`src/rtl/uart_rx_fifo_if.sv`:
```
// Bus between rx_core / Avalon read path and the UART receive FIFO.
// The FIFO is the slave; the byte source and the pop logic together form the master.
interface uart_rx_fifo_if #(
  parameter int DATA_W = 8,
  parameter int ADDR_W = 4
);
  logic [DATA_W-1:0] rx_data;
  logic              rx_done;
  logic              rd_en;
  logic              ovr_clr;
  logic [DATA_W-1:0] rd_data;
  logic              rd_valid;
  logic              empty;
  logic              full;
  logic [ADDR_W:0]   count;
  logic              rx_irq;
  logic              overrun;

  modport master (
    output rx_data, rx_done, rd_en, ovr_clr,
    input  rd_data, rd_valid, empty, full, count, rx_irq, overrun
  );

  modport slave (
    input  rx_data, rx_done, rd_en, ovr_clr,
    output rd_data, rd_valid, empty, full, count, rx_irq, overrun
  );
endinterface

```
`src/rtl/uart_rx_fifo.sv`:
```
// UART receive FIFO: captures a byte on each rising edge of rx_done, pops on rd_en.
// Define UART_RX_FIFO_FWFT_EN for first-word fall-through reads instead of a registered pop.
module uart_rx_fifo #(
  parameter int DATA_W    = 8,
  parameter int ADDR_W    = 4,
  parameter int IRQ_LEVEL = 8
) (
  input  logic           rx_clk,
  input  logic           reset_n,
  uart_rx_fifo_if.slave  bus
);

  localparam int              DEPTH    = 1 << ADDR_W;
  localparam logic [ADDR_W:0] DepthCnt = (ADDR_W + 1)'(DEPTH);
  localparam logic [ADDR_W:0] IrqCnt   = (ADDR_W + 1)'(IRQ_LEVEL);

  logic [DATA_W-1:0] mem [DEPTH];

  logic              rxDone_q;
  logic [ADDR_W-1:0] wrPtr_q, wrPtr_d;
  logic [ADDR_W-1:0] rdPtr_q, rdPtr_d;
  logic [ADDR_W:0]   count_q, count_d;
  logic              empty_q, empty_d;
  logic              full_q, full_d;
  logic              irq_q, irq_d;
  logic              overrun_q, overrun_d;

  logic push;
  logic popAcc;
  logic pushAcc;
  logic drop;

  // A full FIFO still takes a byte when the head leaves in the same cycle.
  always_comb begin
    push    = bus.rx_done & ~rxDone_q;
    popAcc  = bus.rd_en & ~empty_q;
    pushAcc = push & (~full_q | popAcc);
    drop    = push & full_q & ~popAcc;
  end

  always_comb begin
    wrPtr_d   = wrPtr_q;
    rdPtr_d   = rdPtr_q;
    count_d   = count_q;
    overrun_d = overrun_q;

    if (pushAcc) begin
      wrPtr_d = wrPtr_q + 1'b1;
    end
    if (popAcc) begin
      rdPtr_d = rdPtr_q + 1'b1;
    end

    unique case ({pushAcc, popAcc})
      2'b10:   count_d = count_q + 1'b1;
      2'b01:   count_d = count_q - 1'b1;
      default: count_d = count_q;
    endcase

    if (drop) begin
      overrun_d = 1'b1;
    end else if (bus.ovr_clr) begin
      overrun_d = 1'b0;
    end

    empty_d = (count_d == '0);
    full_d  = (count_d == DepthCnt);
    irq_d   = (count_d >= IrqCnt);
  end

  // rxDone_q resets high so a strobe already asserted at reset release is not a push.
  always_ff @(posedge rx_clk or negedge reset_n) begin
    if (!reset_n) begin
      rxDone_q  <= 1'b1;
      wrPtr_q   <= '0;
      rdPtr_q   <= '0;
      count_q   <= '0;
      empty_q   <= 1'b1;
      full_q    <= 1'b0;
      irq_q     <= 1'b0;
      overrun_q <= 1'b0;
    end else begin
      rxDone_q  <= bus.rx_done;
      wrPtr_q   <= wrPtr_d;
      rdPtr_q   <= rdPtr_d;
      count_q   <= count_d;
      empty_q   <= empty_d;
      full_q    <= full_d;
      irq_q     <= irq_d;
      overrun_q <= overrun_d;
    end
  end

  always_ff @(posedge rx_clk) begin
    if (pushAcc) begin
      mem[wrPtr_q] <= bus.rx_data;
    end
  end

`ifdef UART_RX_FIFO_FWFT_EN
  // Head entry is shown directly; forced to zero when nothing is stored.
  assign bus.rd_data  = empty_q ? '0 : mem[rdPtr_q];
  assign bus.rd_valid = ~empty_q;
`else
  logic [DATA_W-1:0] rdData_q, rdData_d;
  logic              rdValid_q, rdValid_d;

  always_comb begin
    rdData_d  = rdData_q;
    rdValid_d = popAcc;
    if (popAcc) begin
      rdData_d = mem[rdPtr_q];
    end
  end

  always_ff @(posedge rx_clk or negedge reset_n) begin
    if (!reset_n) begin
      rdData_q  <= '0;
      rdValid_q <= 1'b0;
    end else begin
      rdData_q  <= rdData_d;
      rdValid_q <= rdValid_d;
    end
  end

  assign bus.rd_data  = rdData_q;
  assign bus.rd_valid = rdValid_q;
`endif

  assign bus.count   = count_q;
  assign bus.empty   = empty_q;
  assign bus.full    = full_q;
  assign bus.rx_irq  = irq_q;
  assign bus.overrun = overrun_q;

endmodule

```
`src/flat_wrapper.sv`:
```
// flat-port wrapper written by rule: the top's interface ports become plain ports
module uart_rx_fifo_flat 
#(
  parameter int DATA_W    = 8,
  parameter int ADDR_W    = 4,
  parameter int IRQ_LEVEL = 8
)
  (rx_clk, reset_n, bus_rx_data, bus_rx_done, bus_rd_en, bus_ovr_clr, bus_rd_data, bus_rd_valid, bus_empty, bus_full, bus_count, bus_rx_irq, bus_overrun);
  uart_rx_fifo_if #(.DATA_W(DATA_W), .ADDR_W(ADDR_W)) bus_i ();
  input  logic rx_clk;
  input  logic reset_n;
  input wire logic [$bits(bus_i.rx_data)-1:0] bus_rx_data;
  input wire logic [$bits(bus_i.rx_done)-1:0] bus_rx_done;
  input wire logic [$bits(bus_i.rd_en)-1:0] bus_rd_en;
  input wire logic [$bits(bus_i.ovr_clr)-1:0] bus_ovr_clr;
  output wire logic [$bits(bus_i.rd_data)-1:0] bus_rd_data;
  output wire logic [$bits(bus_i.rd_valid)-1:0] bus_rd_valid;
  output wire logic [$bits(bus_i.empty)-1:0] bus_empty;
  output wire logic [$bits(bus_i.full)-1:0] bus_full;
  output wire logic [$bits(bus_i.count)-1:0] bus_count;
  output wire logic [$bits(bus_i.rx_irq)-1:0] bus_rx_irq;
  output wire logic [$bits(bus_i.overrun)-1:0] bus_overrun;
  assign bus_i.rx_data = bus_rx_data;
  assign bus_i.rx_done = bus_rx_done;
  assign bus_i.rd_en = bus_rd_en;
  assign bus_i.ovr_clr = bus_ovr_clr;
  assign bus_rd_data = bus_i.rd_data;
  assign bus_rd_valid = bus_i.rd_valid;
  assign bus_empty = bus_i.empty;
  assign bus_full = bus_i.full;
  assign bus_count = bus_i.count;
  assign bus_rx_irq = bus_i.rx_irq;
  assign bus_overrun = bus_i.overrun;
  uart_rx_fifo #(.DATA_W(DATA_W), .ADDR_W(ADDR_W), .IRQ_LEVEL(IRQ_LEVEL)) u_core (.rx_clk(rx_clk), .reset_n(reset_n), .bus(bus_i));
endmodule
```
`config.mk`:
```
export PLATFORM = sky130hd
export DESIGN_NAME = uart_rx_fifo_flat
export DESIGN_NICKNAME = d
export VERILOG_FILES = /design/src/rtl/uart_rx_fifo_if.sv /design/src/rtl/uart_rx_fifo.sv /design/src/flat_wrapper.sv
export SDC_FILE = /design/constraint.sdc
export NUM_CORES = 1
export LEC_CHECK = 0
export CORE_MARGIN = 2
export CORE_UTILIZATION = 54
export CTS_BUF_LIST = sky130_fd_sc_hd__clkbuf_16
export DETAILED_ROUTE_END_ITERATION = 8
export HOLD_SLACK_MARGIN = 0.08
export MAX_ROUTING_LAYER = met4
export PLACE_DENSITY = 0.78
export SLEW_MARGIN = 20
export SYNTH_ARGS = -nofsm -noshare
export SYNTH_HDL_FRONTEND = slang
export SYNTH_SLANG_ARGS = --single-unit
```
`constraint.sdc`:
```
create_clock -name rx_clk -period 2.4 [get_ports rx_clk]
set_input_delay 0.24 -clock rx_clk [delete_from_list [all_inputs] [get_ports rx_clk]]
set_output_delay 0.24 -clock rx_clk [all_outputs]
set_load 0.01 [all_outputs]
```
Word-level counts from Yosys, hierarchy flattened

Memories as Yosys holds them, arrays and structs flattened. A register that Yosys moved wholly into a read port is not among the register bits.
Cells that the tools add are included.

Memory bits (writable): 128
Input bits: 13
Logic and storage cells: 36
Output and inout port bits: 18
Bits in registers: 19
Memories: 1

Memory list:

| memory     | depth | bits a word | rd ports | clocked after Yosys merged registers in | wr ports | RTL line           | text |
|---|---|---|---|---|---|---|---|
| u_core.mem | 16    | 8           | 1        | 1                                       | 1        | uart_rx_fifo.sv:17 | `logic [DATA_W-1:0] mem [DEPTH];` |

Equality and inequality tests: 3
Order comparisons: 1
Multiplexer cells: 5
Add/sub/neg operators: 4
Reductions and logical operators: 3
Bitwise logic cells: 10

Operators with widths:

| operator                                                           | count |
|---|---|
| case mux 5 bit (2 select lines)                                    | 1 |
| adder 4 x 1 -> 4 bit (second input constant)                       | 2 |
| adder 5 x 1 -> 5 bit (second input constant)                       | 1 |
| bitwise AND 1 bit                                                  | 5 |
| equality test 5 bit (second input constant)                        | 1 |
| greater-or-equal comparator 5 x 4 -> 1 bit (second input constant) | 1 |
| zero test 5 bit                                                    | 1 |
| subtractor 5 x 1 -> 5 bit (second input constant)                  | 1 |
| 2-to-1 mux 1 bit                                                   | 4 |
| NOT 1 bit                                                          | 4 |
| equality test 2 x 1 -> 1 bit (second input constant)               | 1 |
| equality test 2 bit (second input constant)                        | 1 |
| nonzero test 2 bit                                                 | 1 |
| zero test 1 bit                                                    | 1 |
| OR 1 bit                                                           | 1 |

Longest topological paths before layout

Depth in word-level cells: 7
Gate-level depth with buffers: 13
Mapped depth without buffers: 12

Worst setup path after synthesis

Ideal clock, no wire load.

Path kind: register -> register
Start: register u_core.empty_q, in the netlist u_core.bus.empty
End: register u_core.empty_q, in the netlist u_core.bus.empty
Period minus slack after synthesis: 2.460 ns
Stages on the path, launching flop included: 14
Arrival time: 2.378 ns
Data required time: 2.318 ns
Path buffers: 1
Library setup time: 0.082 ns
Slack: -0.060 ns
Cells stage by stage: dfstp_2 -> nand2b_1 -> a21oi_1 -> inv_1 -> ha_1 -> buf_2 -> xor2_1 -> ha_1 -> o21ai_0 -> a21oi_1 -> nor4_1 -> xnor2_1 -> inv_1 -> nor3_1

Longest elaborated chain between the ends: 7
Elaborated cells on any way between the ends: 8
Those cells by class: eq/ne (2); mux (1); bitwise (4); reduce/logical (1)

Ends and longest elaborated chain:

| what                                                                       | RTL line           | text |
|---|---|---|
| start: declaration                                                         | uart_rx_fifo.sv:23 | `logic empty_q, empty_d;` |
| start signal: assignment                                                   | uart_rx_fifo.sv:87 | `empty_q <= empty_d;` |
| NOT 1 bit (*)                                                              | uart_rx_fifo.sv:36 | `popAcc = bus.rd_en & ~empty_q;` |
| bitwise AND 1 bit (*)                                                      | uart_rx_fifo.sv:36 |  |
| OR 1 bit                                                                   | uart_rx_fifo.sv:37 | `pushAcc = push & (~full_q \| popAcc);` |
| bitwise AND 1 bit                                                          | uart_rx_fifo.sv:37 |  |
| equality test 2 x 1 -> 1 bit / equality test 2 bit (equally long branches) | uart_rx_fifo.sv:54 | `unique case ({pushAcc, popAcc})` |
| case mux 5 bit (2 select lines) (*)                                        | uart_rx_fifo.sv:54 |  |
| via u_core.count_d[4]                                                      | uart_rx_fifo.sv:22 | `logic [ADDR_W:0] count_q, count_d;` |
| zero test 5 bit (*)                                                        | uart_rx_fifo.sv:66 | `empty_d = (count_d == '0);` |
| via u_core.empty_d                                                         | uart_rx_fifo.sv:23 |  |

The timed path passes the listed nets; every way through them passes the cells marked *.
A chain may end at the register's enable or synchronous reset.

Worst setup path after layout

Start: register u_core.empty_q, in the netlist u_core.bus.empty
End: register u_core.count_q[4], in the netlist u_core.bus.count[4]

Longest elaborated chain between the ends: 6
Elaborated cells on any way between the ends: 7
Those cells by class: eq/ne (2); mux (1); bitwise (4)

Ends and longest elaborated chain:

| what                                                                       | RTL line           | text |
|---|---|---|
| NOT 1 bit (*)                                                              | uart_rx_fifo.sv:36 |  |
| bitwise AND 1 bit (*)                                                      | uart_rx_fifo.sv:36 |  |
| via u_core.popAcc                                                          | uart_rx_fifo.sv:29 | `logic popAcc;` |
| OR 1 bit                                                                   | uart_rx_fifo.sv:37 |  |
| bitwise AND 1 bit                                                          | uart_rx_fifo.sv:37 |  |
| equality test 2 x 1 -> 1 bit / equality test 2 bit (equally long branches) | uart_rx_fifo.sv:54 |  |
| case mux 5 bit (2 select lines) (*)                                        | uart_rx_fifo.sv:54 |  |
| via u_core.count_d[4]                                                      | uart_rx_fifo.sv:22 |  |
| end signal: assignment                                                     | uart_rx_fifo.sv:86 | `count_q <= count_d;` |
| end: declaration                                                           | uart_rx_fifo.sv:22 |  |

Marks and branches as above.

==> summary.txt <==
clock latency on the worst-skew pair: 420 ps
clk root buf: clkbuf_16
Sw Share: 28.0%
Net Switching: 2.54 mW
area of the mapped netlist: 0.00629 sq mm
FF-to-FF setup slack: 40 ps
Core ar.: 0.0114 sq mm
internal power: 6.54 mW
drt wl/cell: 21.9 microns
top-count cell post-synth: edfxtp_1
hold_ws: 219 ps
Die Y: 112 microns
leading area contributor after synthesis: edfxtp_1
P&R area growth vs syn: 21.3%
Max transition margin: 56.0%
Synth Instances: 331
final wirelength: 11.9 mm
CP Capture Type: flip-flop
Syn Nets: 352
Syn Area/Cell: 19.0 sq um
Area after DPL: 0.00690 sq mm
Peak Freq: 423 MHz
ant diodes: 0
Hold Path Class: in2async
setup violators final: 0
Vias: 3186
Peak VDD IR: 0.000923 V
Die Wd: 112 microns
Tmin final: 2360 ps
main combinational cell family by area after synthesis: multiplexers
Post-synth EDFFs: 128
sequential area share after synthesis: 71.8%
total of warnings raised by yosys: 0
max-slew violations: 0
clock transition at the registers of the reported paths: 60 ps
Setup Skew: 10.1 ps
DP HPWL: 7.34 mm
Synth Area in Compound Gates: 2.35%
simple-gate area share of the yosys netlist: 5.45%
I/O pins: 31
CTS sink cnt: 155
Worst EP required: 2720 ps
drt pass-1 iters: 4
GRT Overall Usage: 21.0%
Fin. Hold Viols: 0
Post-synth ARST share: 17.4%
hold_buf cts: 0
crit start category: flip-flop
crit-path cells: nand2b_4 -> buf_6 -> inv_4 -> ha_4 -> xor2_2 -> ha_2 -> o21ai_2 -> a21oi_2 -> nor4_2 -> xnor2_1 -> inv_1 -> buf_4
vias in the first global route: 3229
initial core utilization: 55.1%
Reg power frac: 39.3%
period utilization: 98.4%
clock tree buffer depth: 2
DRC: 0
Post-Synth XOR/XNOR Area: 1.53%
synthesized flop and latch total: 155
fin area: 0.00763 sq mm
Synth cell types: 37
WP data arrival: 2680 ps
final worst setup slack: 38.0 ps
crit path buf inv count: 4
CTS tree: built
top cells by count, synth: edfxtp_1 (128), dfrtp_1 (25), mux4_2 (24)
top post-synthesis cells by area: edfxtp_1 (61%), dfrtp_1 (9.9%), mux4_2 (8.6%), mux4_1 (3.3%), mux2_2 (1.6%)
Initial DRC Count: 280
port bufs: 30
Final Power: 9.08 mW
initial antenna violation count: 0
adder-cell share of the synthesized area: 1.59%
row count: 39
CP Max Fanout: 3
area share of the largest cell type after synthesis: 61.1%
Setup CP Type: reg2reg
setup slack at placement: -343 ps
setup_tns: 0 ps
max_cap viols: 0
Vias/cell: 5.84
pwr dens: 1190 mW/mm^2
first-pass GRT wire length: 18.6 mm
post-synthesis mux area share: 15.1%
Main synth FF type: edfxtp_1
worst-margin pin slew: 657 ps
Final nets: 411
cts bufs inserted: 17
outcome: complete, no violations
H-tree levels: 4
RSZ-0062 raised after global routing: true
Overflow after GRT: 0
Comb pwr share: 29.5%
slowest stage delay, CP: 530 ps
clock share of power: 31.2%
gpl congestion: 0.790
Final ANT Viol Nets: 0
largest net degree at the start of global routing: 36
layout cells sized above 1: 26.8%
kind of cell adding the most delay to the critical path: flip-flops
Critical-path top delay cell: dfstp_2
die area: 0.0125 sq mm
Leakage: 2.66 nW
-- state kept, by name (all words and copies together), names as in the netlist --
name                 flops
u_core.bus.full          1
u_core.bus.rd_data       8
u_core.rxDone_q          1
u_core.bus.overrun       1
u_core.bus.rx_irq        1
u_core.wrPtr_q           4
u_core.bus.count         5
u_core.bus.rd_valid      1
u_core.mem             128
u_core.rdPtr_q           4
u_core.bus.empty         1
-- layout by cell type, fill, tap and decap left out, types with 10 or more instances in the layout --
cell type and count:
buf_4 25, mux2i_1 10, dfrtp_1 24, mux4_2 24, nor3_1 10, clkbuf_16 17, and2_1 13, nand2_1 10
clkdlybuf4s50_1 30, edfxtp_1 128
-- routing by layer --
layer	GRT usage [%]	wire length [microns]	up-vias
li1	-	-	1436
met1	27.5	4920	1604
met2	31.7	5880	124
met3	4.90	810	22
met4	9.51	338	0
met5	-	0	-
-- power groups by stage --
stage / clock network [mW] / registers (mW) / logic [mW]
after floorplan: 0 / 3.50 / 1.76
after global placement: 0 / 3.59 / 2.48
after detailed placement: 0 / 3.61 / 2.50
after CTS: 2.88 / 3.56 / 2.58
after global routing: 2.99 / 3.61 / 2.89
final: 2.83 / 3.57 / 2.68
-- cells by family (layout without fill, tap and decap cells) --
logic type	Yosys count	in the layout
AND/OR/NAND/NOR	60	60
flip-flops	155	155
buffers and inverters	26	98
multiplexers	51	51
AO/OA/AOI/OAI	20	20
XOR/XNOR	11	11
adder cells (fa/ha/maj)	8	8
-- per-stage QoR --
stage | utilization, % | std cells
after floorplan | - | 331
after global placement | 60.5 | 509
after detailed placement | 60.5 | 509
after CTS | 66.2 | 542
after global routing | 66.9 | 546
final | 66.9 | 546
-- path summary, 6_finish.rpt --
| path | startpoint | to | cells after the start |
|---|---|---|---|
| max | u_core.bus.empty | u_core.bus.count[4] | 12 |
| min | reset_n | u_core.bus.count[3] | 1 |
| max reg2reg | u_core.bus.empty | u_core.bus.count[4] | 12 |
| min reg2reg | u_core.bus.rd_data[2] | u_core.bus.rd_data[2] | 1 |
| max in group asynchronous | reset_n | u_core.bus.rd_data[1] | 2 |
| min in group rx_clk | bus_rx_done | u_core.rxDone_q | 1 |
-- layout make-up --
| type | instances | area [sq um] |
|---|---|---|
| repair buffers | 60 | 571 |
| multi-input cells | 150 | 1700 |
| inverters | 6 | 25.0 |
| clock inverters | 15 | 208 |
| flip-flops and latches | 155 | 4520 |
| fillers | 727 | 3780 |
| clock buffers | 17 | 425 |
| well taps | 143 | 179 |
-- repair_timing --
| action | CTS | global route |
|---|---|---|
| pin swaps | 2 | 8 |
| endpoints found under the setup margin | 1 | 3 |
| buffers inserted | 1 | 4 |
| resized for setup | 2 | 12 |
No activity file was read; power rests on OpenSTA's default activity.
